### src/rtl/commit_bus_arbiter.sv
// Round-robin commit arbiter driving a registered commit bus, with stall and back-to-back grant masking.
// Optional conflict counter enabled by defining COMMIT_ARB_CONFLICT_CNT_EN.
module commit_bus_arbiter #(
  parameter int NUM_STATIONS = 5,
  parameter int PACKET_W     = 64,
  parameter int ID_W         = 3
) (
  input  logic                             Clock,
  input  logic                             Reset,
  input  logic [NUM_STATIONS-1:0]          iRequest,
  input  logic [NUM_STATIONS*PACKET_W-1:0] iCommitData,
  input  logic                             iStall,
`ifdef COMMIT_ARB_CONFLICT_CNT_EN
  input  logic                             iCountClear,
  output logic [15:0]                      oConflictCount,
`endif
  output logic [NUM_STATIONS-1:0]          oGrant,
  output logic                             oCommitValid,
  output logic [PACKET_W-1:0]              oCommitBus,
  output logic [ID_W-1:0]                  oGrantId
);

  function automatic logic [4:0] popcount(input logic [NUM_STATIONS-1:0] vec);
    logic [4:0] sum;
    sum = 5'd0;
    for (int k = 0; k < NUM_STATIONS; k++) begin
      sum = sum + {4'd0, vec[k]};
    end
    return sum;
  endfunction

  logic [NUM_STATIONS-1:0] eligible_s;
  logic                    any_s;
  logic [ID_W-1:0]         sel_s;
  logic [ID_W-1:0]         ptr_nxt_s;
  logic [NUM_STATIONS-1:0] grant_nxt_s;
  logic [PACKET_W-1:0]     bus_nxt_s;
  logic [ID_W-1:0]         ptr_r;

  // The station granted this cycle is masked so a falling request is not granted twice.
  assign eligible_s = iRequest & ~oGrant;
  assign any_s      = |eligible_s;

  // Pick the eligible station closest to the pointer going upward with wrap.
  always_comb begin
    int best_v;
    int dist_v;
    best_v = NUM_STATIONS;
    dist_v = 0;
    sel_s  = '0;
    for (int k = 0; k < NUM_STATIONS; k++) begin
      dist_v = (k >= int'(ptr_r)) ? (k - int'(ptr_r)) : (k + NUM_STATIONS - int'(ptr_r));
      if (eligible_s[k] && (dist_v < best_v)) begin
        best_v = dist_v;
        sel_s  = ID_W'(k);
      end else begin
        best_v = best_v;
      end
    end
  end

  // Decode the winner into a one-hot grant, its packet and the advanced pointer.
  always_comb begin
    grant_nxt_s = '0;
    bus_nxt_s   = '0;
    for (int k = 0; k < NUM_STATIONS; k++) begin
      grant_nxt_s[k] = (sel_s == ID_W'(k));
      bus_nxt_s      = bus_nxt_s |
                       ({PACKET_W{sel_s == ID_W'(k)}} & iCommitData[k*PACKET_W +: PACKET_W]);
    end
    ptr_nxt_s = (int'(sel_s) == NUM_STATIONS - 1) ? '0 : (sel_s + ID_W'(1));
  end

  // Commit bus, grant and round-robin pointer registers.
  always_ff @(posedge Clock or negedge Reset) begin
    if (!Reset) begin
      oGrant       <= '0;
      oCommitValid <= 1'b0;
      oCommitBus   <= '0;
      oGrantId     <= '0;
      ptr_r        <= '0;
    end else if (!iStall && any_s) begin
      oGrant       <= grant_nxt_s;
      oCommitValid <= 1'b1;
      oCommitBus   <= bus_nxt_s;
      oGrantId     <= sel_s;
      ptr_r        <= ptr_nxt_s;
    end else begin
      oGrant       <= '0;
      oCommitValid <= 1'b0;
      oCommitBus   <= '0;
      oGrantId     <= '0;
      ptr_r        <= ptr_r;
    end
  end

`ifdef COMMIT_ARB_CONFLICT_CNT_EN
  // Saturating count of unstalled edges with two or more eligible stations; clear has priority.
  always_ff @(posedge Clock or negedge Reset) begin
    if (!Reset) begin
      oConflictCount <= 16'd0;
    end else if (iCountClear) begin
      oConflictCount <= 16'd0;
    end else if (!iStall && (popcount(eligible_s) >= 5'd2) && (oConflictCount != 16'hFFFF)) begin
      oConflictCount <= oConflictCount + 16'd1;
    end else begin
      oConflictCount <= oConflictCount;
    end
  end
`endif

endmodule
### config.mk
export PLATFORM = sky130hd
export DESIGN_NAME = commit_bus_arbiter
export DESIGN_NICKNAME = d
export VERILOG_FILES = /design/src/rtl/commit_bus_arbiter.sv
export SDC_FILE = /design/constraint.sdc
export NUM_CORES = 1
export LEC_CHECK = 0
export CORE_AREA = 3 3 155 157
export CTS_CLUSTER_DIAMETER = 50
export DETAILED_ROUTE_END_ITERATION = 6
export DIE_AREA = 0 0 158 160
export DONT_BUFFER_PORTS = 1
export SETUP_SLACK_MARGIN = 0.02
export SLEW_MARGIN = 10
export SYNTH_ARGS = -nofsm -noshare
export SYNTH_HDL_FRONTEND = slang
export SYNTH_SLANG_ARGS = --single-unit
### constraint.sdc
create_clock -name Clock -period 8.61 [get_ports Clock]
set_input_delay 0.861 -clock Clock [delete_from_list [all_inputs] [get_ports Clock]]
set_output_delay 0.861 -clock Clock [all_outputs]
set_load 0.01 [all_outputs]
## Word level (Yosys, flattened, before mapping)

Cells that the tools add are included.
W data, S select, Z words.

| cells by class | value |
|---|---|
| add/sub/neg operators | 11 |
| $lt $le $gt $ge | 10 |
| eq/ne operators | 5 |
| muxes and demuxes | 18 |
| bitwise logic cells | 11 |
| reductions and logical operators | 9 |

Operator list:

| cell | count |
|---|---|
| $and A64 B64 Y64 | 5 |
| $mux W32 | 9 |
| $or A64 B64 Y64 | 4 |
| $lt A32 B32 Y1 | 4 |
| $mux W64 | 1 |
| $lt A32 B4 Y1 const B | 1 |
| $sub A3 B3 Y4 const A | 4 |
| $mux W3 | 4 |
| $sub A4 B3 Y5 const A | 2 |
| $sub A1 B3 Y4 const A | 2 |
| $sub A2 B3 Y4 const A | 2 |
| $eq A3 B2 Y1 const B | 2 |
| $eq A3 B3 Y1 const B | 2 |
| $ge A1 B3 Y1 const A | 2 |
| $ge A2 B3 Y1 const A | 2 |
| $logic_and A1 B1 Y1 | 6 |
| $and A5 B5 Y5 | 1 |
| $mux W5 | 1 |
| $not A5 Y5 | 1 |
| $reduce_or A5 Y1 | 1 |
| $add A3 B1 Y3 const B | 1 |
| $eq A3 B1 Y1 const B | 1 |
| $ge A3 B3 Y1 const A | 1 |
| $logic_not A3 Y1 | 1 |
| 3 further kinds | 4 |

| storage, ports and cells | value |
|---|---|
| flip-flop bits (word level) | 76 |
| input bits | 328 |
| output and inout bits | 73 |
| logic and storage cells | 69 |

## Logic depth before layout (Yosys ltp)

| depth | value |
|---|---|
| word-level depth | 24 |
| mapped depth | 50 |
| mapped depth without buffers | 46 |

## Worst setup path after synthesis

No wires, ideal clock.

| timing | value |
|---|---|
| path type | reg2reg |
| start | reg ptr_r[1] |
| end | reg oCommitBus[24] |
| arrival | 8.308 ns |
| required time | 8.516 ns |
| slack | 0.208 ns |
| cell stages (with the launch flop) | 45 |
| buffers on the path | 4 |
| cells stage by stage | dfrtp_1 > inv_1 > ha_1 > ha_1 > buf_6 > o21ai_0 > nand2_1 > ha_1 > or3_1 > o32ai_2 > o211ai_4 > o21ai_4 > a21o_1 > inv_1 > ha_1 > nand2b_1 > a41oi_1 > o21bai_1 > [9 not listed] > ha_1 > nor2b_1 > a31oi_1 > nor3_1 > o2111a_1 > nand4b_1 > a21oi_1 > o211ai_2 > nand2_4 > inv_2 > buf_2 > nand2_1 > ha_1 > clkbuf_1 > buf_1 > a22o_1 > a221oi_1 > a211oi_1 |

| on the way | value |
|---|---|
| cells in the longest elaborated chain, start to end | 24 |
| elaborated cells on any way between the ends | 53 |
| those cells by class | add/sub: 10; order compare: 10; eq/ne: 4; mux: 14; bitwise: 9; reduce/logical: 6 |

RTL lines:

| element | line | RTL |
|---|---|---|
| start, declared | 38 | `logic [ID_W-1:0] ptr_r;` |
| start signal, assigned | 87 | `ptr_r <= ptr_nxt_s;` |
| start signal, assigned | 93 | `ptr_r <= ptr_r;` |
| $sub A3 B3 Y4 (tied with other cells) | 52 | `dist_v = (k >= int'(ptr_r)) ? (k - int'(ptr_r)) : (k + NUM_STATIONS - int'(ptr_r));` |
| $mux W32 | 52 |  |
| $lt A32 B4 Y1 | 53 | `if (eligible_s[k] && (dist_v < best_v)) begin` |
| $logic_and A1 B1 Y1 | 53 |  |
| $mux W32 | 53 |  |
| $lt A32 B32 Y1 | 53 |  |
| $logic_and A1 B1 Y1 | 53 |  |
| $mux W32 | 53 |  |
| [6 not listed] | - |  |
| $lt A32 B32 Y1 | 53 |  |
| $logic_and A1 B1 Y1 | 53 |  |
| $mux W3 * | 53 |  |
| $eq A3 B1 Y1 or $logic_not A3 Y1 (tied branches) | 69 | `({PACKET_W{sel_s == ID_W'(k)}} & iCommitData[k*PACKET_W +: PACKET_W]);` |
| $and A64 B64 Y64 | 69 |  |
| $or A64 B64 Y64 (3 in a row) | 68 | `bus_nxt_s = bus_nxt_s \|` |
| $or A64 B64 Y64 * | 68 |  |
| $mux W64 * | 82 | `end else if (!iStall && any_s) begin` |
| end signal, assigned | 85 | `oCommitBus <= bus_nxt_s;` |
| end, declared | 19 | `output logic [PACKET_W-1:0] oCommitBus,` |

Every way passes the cells marked *; elsewhere a longest branch is shown, timed or not.
A chain may end at the register's enable or synchronous reset.

## Worst setup path after layout

| timing | value |
|---|---|
| start | reg ptr_r[1] |
| end | reg oCommitBus[20] |

Same word-level chain as after synthesis.

==> results.py <==
metrics = {
    "run_status": {
        "status": "finished clean",
    },
    "setup_path": {
        "crit_path_end_kind": "register",
        "critPathLaunchType": "register",
        "critPathKind": "register to register",
        "reg2reg_depth": 42,
        "crit_slowest_cell": "a2111o_1",
        "cp_common_cell": "ha_1",
        "crit_family": "compound AO/OA/AOI/OAI gates",
        "cp_max_fo": 40,
        "cpPeakStageDelay_ps": 430,
        "worstPathRequired_ps": 8790,
        "crit_buf_inv": 3,
        "cp.depth": 42,
        "crit_arrival_ps": 8360,
    },
    "global_routing": {
        "grt_pass1_wl_um": 38200,
        "grt_max_degree": 77,
        "track_usage_pct": 20.1,
        "grt_pass1_vias": 5761,
        "grt_antenna_before_repair": 1,
        "overflow": 0,
    },
    "place": {
        "portBuffers": 0,
        "dp_hpwl_um": 20500,
        "dp_slack_ps": -181,
        "globalplace.congestion": 0.975,
        "post_dp_cell_area_sq_um": 6720,
        "placed_cells": 849,
    },
    "timing": {
        "setup_viol": 0,
        "slew_headroom_pct": 38.0,
        "fin_crit_ps": 8180,
        "fin_crit_sh_pct": 95.0,
        "rsz0062_at_grt": "false",
        "worst_slew_pin_slew_ps": 930,
        "clock.fmax_mhz": 122,
        "skew_ps": 9.61,
        "post-route-worst-setup-slack_ps": 426,
        "finalMaxSlewViolations": 0,
        "hold_violations": 0,
    },
    "logic_synthesis": {
        "synth_area_sq_um": 6330,
        "synth_edf_count": 0,
        "synth_cell_types": 66,
        "syn_nets": 960,
        "async_reset_ff_share_pct": 100,
        "synth-seq-area-share_pct": 30.0,
        "synth_seq_cells": 76,
        "syn_inst": 603,
        "synth_top_flop_cell": "dfrtp_1",
        "synth_area_per_cell_sq_um": 10.5,
        "yosysWarnings": 0,
    },
    "flow_run": {
        "maxCapViolCount": 0,
    },
    "clocking": {
        "root_buffer": "clkbuf_16",
        "worst_skew_pair.late_latency_ps": 340,
        "cts_sinks": 76,
        "cts.reportedPaths.clkPinSlew_ps": 70,
        "cts_tree": "done",
        "clockBufferDepth": 2,
        "hold_buffers": 0,
        "htreeDepth": 3,
        "cts_buffers": 9,
    },
    "cells_and_area": {
        "nFillCells": 2293,
        "area_growth_pct": 16.0,
        "fin_area_sq_um": 7340,
        "drive_above_1_share_pct": 33.7,
        "nNetsFinal": 942,
        "mostFrequentLayoutCells": "a221oi_2, dfrtp_1, a22o_1",
        "layout_commonest_cell": "a221oi_2",
        "layout.cells.non_filler": 876,
    },
    "die": {
        "start_util_pct": 28.0,
        "die_h_um": 160,
        "rows": 55,
        "coreArea_sq_um": 22600,
        "die_x_um": 158,
        "die_area_sq_um": 25300,
        "ios": 401,
    },
    "route": {
        "routedWlPerCell_um": 30.7,
        "routed_wl_um": 26900,
        "antenna_left": 0,
        "dr_total_vias": 5837,
        "remaining_drc_errors": 0,
        "avgViaCountPerCell": 6.66,
        "first_iter_violations": 437,
        "drt-pass1-iter-count": 5,
    },
    "worst_hold_path": {
        "hold_class": "input port to async pin",
    },
}
-- path summary, 6_finish.rpt --
kind                       startpoint        endpoint  slack, ps
min in group Clock             iStall     oGrantId[2]        590
min                             Reset  oCommitBus[12]        210
max                          ptr_r[1]  oCommitBus[20]        430
max in group asynchronous       Reset     oGrantId[2]       8240
min reg2reg                  ptr_r[1]        ptr_r[1]        670
max reg2reg                  ptr_r[1]  oCommitBus[20]        430
-- timing repair --
action / in CTS / in global routing
gates resized for setup: 3 / 44
setup buffers: 1 / 9
pin swaps: 0 / 9
hold endpoints to repair: 0 / 0
setup endpoints to repair: 58 / 65
-- synth_stat cells, types with 2 or more instances --
master	n	area, sq um
dfrtp_1	76	1900
a221oi_1	68	596
a22o_1	65	569
a221oi_2	60	901
a211oi_1	52	390
clkbuf_1	41	154
ha_1	29	363
nor2_1	22	82.6
a211oi_2	17	213
a21oi_1	16	80.1
nand2_1	16	60.1
buf_1	11	41.3
inv_1	10	37.5
buf_2	9	45.0
buf_6	8	90.1
nand2b_1	8	50.1
o21ai_0	8	40.0
nor2b_1	7	43.8
nor3_1	7	35.0
mux2i_1	6	60.1
nand3_1	5	25.0
and2_1	4	25.0
and3_1	4	25.0
a21o_1	3	22.5
a31oi_1	3	18.8
o2111ai_1	3	26.3
o211ai_1	3	22.5
a2111o_1	2	22.5
a2111oi_0	2	17.5
inv_2	2	7.51
-- stage by stage --
step                utilization [%]  TNS (ps)  hold slack (ps)
detailed placement             29.7     -5850              568
global placement               29.7         0              568
finish                         32.4         0              213
CTS                            31.1         0              190
global route                   32.4         0              185
floorplan                         -         0              565
-- metal layers --
metal  global-route usage, %  wire length, um  vias to the layer above
li1                        -                -                     2529
met2                    32.3            13300                      389
met3                    6.59             2560                       44
met5                       0                0                        -
met1                    25.5            10300                     2875
met4                    6.02              741                        0
-- sequential cells by signal, summed over array words and instances, names as in the netlist --
register      count
oCommitBus       64
oGrant            5
oGrantId          3
ptr_r             3
oCommitValid      1
-- logic make-up (layout without fill, tap and decap cells) --
group | after synthesis | after routing | synth area share [%]
xor+xnor | 1 | 1 | 0.138
other cells | 0 | 1 | 0
mux | 7 | 7 | 1.19
buf+inv | 82 | 69 | 6.05
flops | 76 | 76 | 30.0
compound gates | 324 | 324 | 49.8
simple gates | 83 | 83 | 6.86
fa+ha+maj | 30 | 30 | 5.91
-- worst reg2reg max path, delay by kind of cell, from the launching register on --
kind                     cells  cell delay [ps]
multiplexers                 2              550
flip-flops                   1              380
AND/OR/NAND/NOR             11             1500
adder cells (fa/ha/maj)      8             1900
buffers and inverters        3              380
AO/OA/AOI/OAI               18             3290
-- cell type report --
type	count	area, sq um	share of cell area (%)
antenna	1	2.50	0.0341
clock buffer	10	229	3.12
clock inverter	6	63.8	0.869
inverter	12	46.3	0.630
multi-input combinational	445	4350	59.2
sequential	76	1900	25.9
tap	285	357	4.86
timing repair buffer	41	399	5.43
Power is left out: the tool's default activity adds up to more than one toggle a clock period on the data nets, which glitch-free logic cannot reach.
